==> config.mk <==
export PLATFORM = sky130hd
export DESIGN_NAME = walu_seq_core
export DESIGN_NICKNAME = d
export VERILOG_FILES = /design/src/rtl/walu_seq_core.sv
export SDC_FILE = /design/constraint.sdc
export NUM_CORES = 1
export LEC_CHECK = 0
export ABC_AREA = 1
export ABC_CLOCK_PERIOD_IN_PS = 3100
export CAP_MARGIN = 20
export CORE_MARGIN = 2
export CORE_UTILIZATION = 30
export DETAILED_ROUTE_END_ITERATION = 10
export PLACE_DENSITY = 0.56
export SYNTH_ARGS = -nofsm -noshare
export SYNTH_HDL_FRONTEND = slang
export SYNTH_SLANG_ARGS = --single-unit
==> constraint.sdc <==
create_clock -name clk -period 3.1 [get_ports clk]
set_input_delay 0.62 -clock clk [delete_from_list [all_inputs] [get_ports clk]]
set_output_delay 0.62 -clock clk [all_outputs]
set_load 0.01 [all_outputs]
==> src/rtl/walu_seq_core.sv <==
// Multi-cycle word ALU with valid/ready request and response channels.
// Simple ops finish in one cycle; MUL/DIVU/REMU iterate bit-serially for DATA_WIDTH cycles.

package walu_pkg;
    localparam int DATA_WIDTH = 32;
    typedef logic [DATA_WIDTH-1:0] data_t;
    typedef enum logic [2:0] {
        OP_ADD  = 3'd0,
        OP_SUB  = 3'd1,
        OP_AND  = 3'd2,
        OP_OR   = 3'd3,
        OP_XOR  = 3'd4,
        OP_MUL  = 3'd5,
        OP_DIVU = 3'd6,
        OP_REMU = 3'd7
    } op_e;
endpackage

module walu_seq_core #(
    parameter int DATA_WIDTH = walu_pkg::DATA_WIDTH
) (
    input  logic                  clk,
    input  logic                  rst_n,
    input  logic                  in_valid,
    output logic                  in_ready,
    input  logic [2:0]            in_op,
    input  logic [DATA_WIDTH-1:0] in_a,
    input  logic [DATA_WIDTH-1:0] in_b,
    output logic                  out_valid,
    input  logic                  out_ready,
    output logic [DATA_WIDTH-1:0] out_result,
    output logic                  out_carry,
    output logic                  out_zero,
    output logic                  out_dbz
);

    localparam int CNT_W = $clog2(DATA_WIDTH + 1);

    typedef enum logic [1:0] {
        S_IDLE = 2'd0,
        S_BUSY = 2'd1,
        S_DONE = 2'd2
    } state_e;

    state_e                r_state;
    state_e                w_nextState;
    logic [2:0]            r_op;
    logic [DATA_WIDTH-1:0] r_x;
    logic [DATA_WIDTH-1:0] r_y;
    logic [DATA_WIDTH-1:0] r_acc;
    logic [CNT_W-1:0]      r_cnt;
    logic                  r_dbzPend;
    logic [DATA_WIDTH-1:0] r_result;
    logic                  r_carry;
    logic                  r_zero;
    logic                  r_dbz;

    logic                  w_isIterative;
    logic [DATA_WIDTH-1:0] w_addend;
    logic [DATA_WIDTH:0]   w_sum;
    logic [DATA_WIDTH-1:0] w_simpleResult;
    logic                  w_simpleCarry;
    logic [DATA_WIDTH-1:0] w_mulAcc;
    logic [DATA_WIDTH:0]   w_remShift;
    logic [DATA_WIDTH:0]   w_remDiff;
    logic                  w_remFits;
    logic [DATA_WIDTH-1:0] w_remNext;
    logic [DATA_WIDTH-1:0] w_quoNext;
    logic [DATA_WIDTH-1:0] w_iterResult;
    logic                  w_lastIter;

    assign in_ready   = (r_state == S_IDLE);
    assign out_valid  = (r_state == S_DONE);
    assign out_result = r_result;
    assign out_carry  = r_carry;
    assign out_zero   = r_zero;
    assign out_dbz    = r_dbz;

    assign w_isIterative = (in_op == walu_pkg::OP_MUL) || (in_op == walu_pkg::OP_DIVU) ||
                           (in_op == walu_pkg::OP_REMU);
    assign w_lastIter    = (r_cnt == CNT_W'(1));

    always_ff @(posedge clk) begin
        if (!rst_n) begin
            r_state <= S_IDLE;
        end else begin
            r_state <= w_nextState;
        end
    end

    always_comb begin
        w_nextState = r_state;
        case (r_state)
            S_IDLE:  if (in_valid) w_nextState = w_isIterative ? S_BUSY : S_DONE;
            S_BUSY:  if (w_lastIter) w_nextState = S_DONE;
            S_DONE:  if (out_ready) w_nextState = S_IDLE;
            default: w_nextState = S_IDLE;
        endcase
    end

    // SUB reuses the adder as a + ~b + 1 so its carry doubles as "no borrow".
    always_comb begin
        w_addend       = (in_op == walu_pkg::OP_SUB) ? ~in_b : in_b;
        w_sum          = {1'b0, in_a} + {1'b0, w_addend} +
                         {{DATA_WIDTH{1'b0}}, (in_op == walu_pkg::OP_SUB)};
        w_simpleResult = w_sum[DATA_WIDTH-1:0];
        w_simpleCarry  = w_sum[DATA_WIDTH];
        case (in_op)
            walu_pkg::OP_AND: begin
                w_simpleResult = in_a & in_b;
                w_simpleCarry  = 1'b0;
            end
            walu_pkg::OP_OR: begin
                w_simpleResult = in_a | in_b;
                w_simpleCarry  = 1'b0;
            end
            walu_pkg::OP_XOR: begin
                w_simpleResult = in_a ^ in_b;
                w_simpleCarry  = 1'b0;
            end
            default: ;
        endcase
    end

    // The remainder needs one extra bit after the shift; a zero divisor always fits,
    // which naturally yields an all-ones quotient and a remainder equal to the dividend.
    always_comb begin
        w_mulAcc   = r_y[0] ? (r_acc + r_x) : r_acc;
        w_remShift = {r_acc, r_x[DATA_WIDTH-1]};
        w_remDiff  = w_remShift - {1'b0, r_y};
        w_remFits  = (w_remShift >= {1'b0, r_y});
        w_remNext  = w_remFits ? w_remDiff[DATA_WIDTH-1:0] : w_remShift[DATA_WIDTH-1:0];
        w_quoNext  = {r_x[DATA_WIDTH-2:0], w_remFits};
        case (r_op)
            walu_pkg::OP_MUL:  w_iterResult = w_mulAcc;
            walu_pkg::OP_DIVU: w_iterResult = w_quoNext;
            default:           w_iterResult = w_remNext;
        endcase
    end

    always_ff @(posedge clk) begin
        if (!rst_n) begin
            r_op      <= '0;
            r_x       <= '0;
            r_y       <= '0;
            r_acc     <= '0;
            r_cnt     <= '0;
            r_dbzPend <= 1'b0;
            r_result  <= '0;
            r_carry   <= 1'b0;
            r_zero    <= 1'b0;
            r_dbz     <= 1'b0;
        end else begin
            case (r_state)
                S_IDLE: begin
                    if (in_valid) begin
                        r_op  <= in_op;
                        r_x   <= in_a;
                        r_y   <= in_b;
                        r_acc <= '0;
                        if (w_isIterative) begin
                            r_cnt     <= CNT_W'(DATA_WIDTH);
                            r_dbzPend <= (in_op != walu_pkg::OP_MUL) && (in_b == '0);
                        end else begin
                            r_result <= w_simpleResult;
                            r_carry  <= w_simpleCarry;
                            r_zero   <= (w_simpleResult == '0);
                            r_dbz    <= 1'b0;
                        end
                    end
                end
                S_BUSY: begin
                    r_cnt <= r_cnt - CNT_W'(1);
                    if (r_op == walu_pkg::OP_MUL) begin
                        r_acc <= w_mulAcc;
                        r_x   <= r_x << 1;
                        r_y   <= r_y >> 1;
                    end else begin
                        r_acc <= w_remNext;
                        r_x   <= w_quoNext;
                    end
                    if (w_lastIter) begin
                        r_result <= w_iterResult;
                        r_carry  <= 1'b0;
                        r_zero   <= (w_iterResult == '0);
                        r_dbz    <= r_dbzPend;
                    end
                end
                default: ;
            endcase
        end
    end

endmodule

==> flow_summary_export.csv <==
group,metric,value,unit
clock_network,h-tree-depth,4,
clock_network,numCtsBuffers,17,
place,routabilityCongestion,1.02,
logic_synthesis,ys_seq_elements,143,
route,ant_nets,0,
global_routing,overflow,0,
route,routed_via_density,4.94,
logic_synthesis,synth_warnings,0,
logic_synthesis,synth_top_area_cell,"nand2_1",
sta,fin_worst_skew,13.5,ps
die,start_util,30.4,%
logic_synthesis,avgSynthCellArea,5.74,um2
setup_path,arrival,3490,ps
setup_path,crit_type,"in2reg",
clock_network,clk_latency,460,ps
place,dp_cells,4208,
hold_path,min_path_type,"reg2reg",
setup_path,critPathMaxFanout,4,
route,wire_per_inst,17.7,um
clock_network,clkTransAtPathRegs,70,ps
flow_run,maxCapViolCount,0,
die,num_io_pins,108,
die,die_h,240,um
place,hpwl,61.9,mm
power,ir_worst_vdd,0.000396,V
cells_and_area,fillCellCount,5899,
logic_synthesis,synth_top_area_share,21.2,%
sta,period_needed,3090,ps
sta,worst_pin_slew,626,ps
die,fp-row-count,86,
cells_and_area,nets,3761,
cells_and_area,seq_area,0.00289,mm2
logic_synthesis,syn_nets,3147,
setup_path,cp-end-kind,"flip-flop",
die,dieArea,0.0577,mm2
power,power_density,362,mW/mm2
place,io_buffer_count,107,
logic_synthesis,synth-main-ff-cell,"dfxtp_1",
logic_synthesis,synth_edf_count,0,
cells_and_area,multi_input_area,0.0130,mm2
logic_synthesis,synth.most_common_cell,"nand2_1",
setup_path,cp-start-kind,"input pin",
cells_and_area,finalNonFillerCells,4288,
global_routing,antenna_found_initial,0,
cells_and_area,drive_above_1_share,26.7,%
logic_synthesis,netlist_area,0.0167,mm2
sta,rsz0062_at_grt,"yes",
logic_synthesis,synth_cell_types,51,
die,fp.dieW,240,um
route,routed_wl,76.1,mm
cells_and_area,areaGrowthSynthToFinish,48.9,%
cells_and_area,antenna_cells,0,
global_routing,grt_max_degree,104,
sta,hold_violations,0,
sta,period_share,99.6,%
run_status,outcome,"completed",
sta,timing.fmax,324,MHz
clock_network,clock-root-buffer,"clkbuf_16",
power,leakagePower,12.6,nW
logic_synthesis,seq_area_frac_synth,17.1,%
logic_synthesis,synth_common_cells,"nand2_1, inv_1, nor2_1",
route,vias,21200,
route,drc,0,
global_routing,grt_usage,26.2,%
sta,setup_viol,0,
clock_network,clock_sinks,143,
die,core-area,0.0551,mm2
global_routing,grt_pass1_vias,20100,
clock_network,postCtsHoldBufs,0,
clock_network,cts_buffer_depth,2,
clock_network,tritoncts,"built",
global_routing,grt_pass1_wl,115,mm
setup_path,required,3500,ps
logic_synthesis,async_flop_share,0,%
cells_and_area,utilization,45.2,%
sta,slew_viol_final,0,
route,firstDrtPassIters,5,
logic_synthesis,syn_inst,2913,
sta,relSlewSlack,58.3,%
route,drt_iter0_drc,2126,
logic_synthesis,synth_area_leaders,"nand2_1, dfxtp_1, ha_1",
==> path summary, 6_finish.rpt <==
check	from	end	slack (ps)	cells after the start
setup / recovery	in_b[1]	out_zero$_SDFFE_PN0P_	10	21
hold / removal	out_dbz$_SDFFE_PN0P_	out_dbz$_SDFFE_PN0P_	460	2
setup reg to reg	r_acc[18]$_SDFFE_PN0P_	out_zero$_SDFFE_PN0P_	80	18
hold reg to reg	out_dbz$_SDFFE_PN0P_	out_dbz$_SDFFE_PN0P_	460	2
==> cell type report <==
class / count / area share, %
multi-input cells: 2253 / 52.4
repair buffers: 695 / 23.4
flip-flops and latches: 143 / 11.6
inverters: 417 / 6.33
well taps: 748 / 3.76
clock buffers: 17 / 1.71
clock inverters: 15 / 0.834
==> critical path, stage by stage <==
cell and delay, ps:
clkdlybuf4s50_1 510, inv_1 110, xor2_2 200, fa_2 390, nand3_2 90, nand2_2 80, nand3_1 130, nand2_2 110
nand2_2 100, nand3_2 120, nand2_1 140, nand2_1 60, nand2_1 50, nand2_1 40, a21oi_1 170, nand3_1 100
nor2_1 120, nand4_1 100, nand2_1 80, inv_1 50, a21oi_2 110
==> cell families after synthesis <==
| family | count (synthesis) | share of synthesized area (%) |
|---|---|---|
| DFF | 143 | 17.1 |
| buffers and inverters | 519 | 12.0 |
| xor gates and xnor gates | 54 | 2.83 |
| AOI/OAI and AO/OA | 514 | 17.9 |
| and+or+nand+nor | 1520 | 37.8 |
| adders and majority gates | 163 | 12.3 |
==> per-layer routing <==
metal,track usage (%),vias up,share of wire (%)
met5,0,-,0
met4,12.1,0,4.9
met3,1.95,161,5.1
met2,43.3,714,45
met1,34.8,9550,45
li1,-,10800,-
==> report_power, final <==
group | internal [mW] | leakage [nW] | switching, mW
Sequential | 2.03 | 1.18 | 0.172
Clock | 1.36 | 0.309 | 0.965
Combinational | 1.99 | 11.1 | 2.50
==> registers in the layout (all words and copies together) (netlist names) <==
register    cells
r_y            32
out_carry       1
r_acc          32
out_result     32
r_cnt           6
out_dbz         1
r_x            32
r_state         2
r_op            3
r_dbzPend       1
out_zero        1
==> timing repair <==
action,in CTS,in global routing
resized for setup,132,264
buffers inserted,23,21
endpoints found under the setup margin,27,30
gates cloned,5,0
hold endpoints to repair,0,0
pin swaps,39,102
==> through the flow <==
step / area, um2 / setup WS [ps] / hold slack [ps] / power, mW / setup TNS, ps
after detailed placement: 22600 / -957 / 456 / 6.20 / -17500
after floorplan: 16700 / 7.26 / 438 / 4.13 / 0
final: 24900 / 12.2 / 461 / 9.02 / 0
after CTS: 23800 / 3.06 / 466 / 8.67 / 0
after global placement: 22600 / -890 / 452 / 6.21 / -16790
after global routing: 24900 / -196 / 478 / 9.52 / -531
==> cell usage in the layout, fill, tap and decap left out, types with 11 or more instances in the layout <==
cell,n
nand2_1,866
buf_4,558
inv_1,387
nand3_1,199
nor2_1,186
a21oi_1,141
ha_1,137
o21ai_0,127
dfxtp_1,127
a31oi_1,82
clkdlybuf4s50_1,81
nand2_2,79
nand4_1,48
xor2_1,38
nor2_2,37
a21oi_2,31
nand3_2,27
o211ai_1,27
a221oi_1,24
inv_2,22
buf_12,20
clkbuf_16,17
nor2_4,16
nor3_1,15
o21bai_1,15
ha_4,13
dlymetal6s2s_1,12
dfxtp_2,12
o21ai_1,11
nor3_2,11
(Power assumes the default switching activity.)
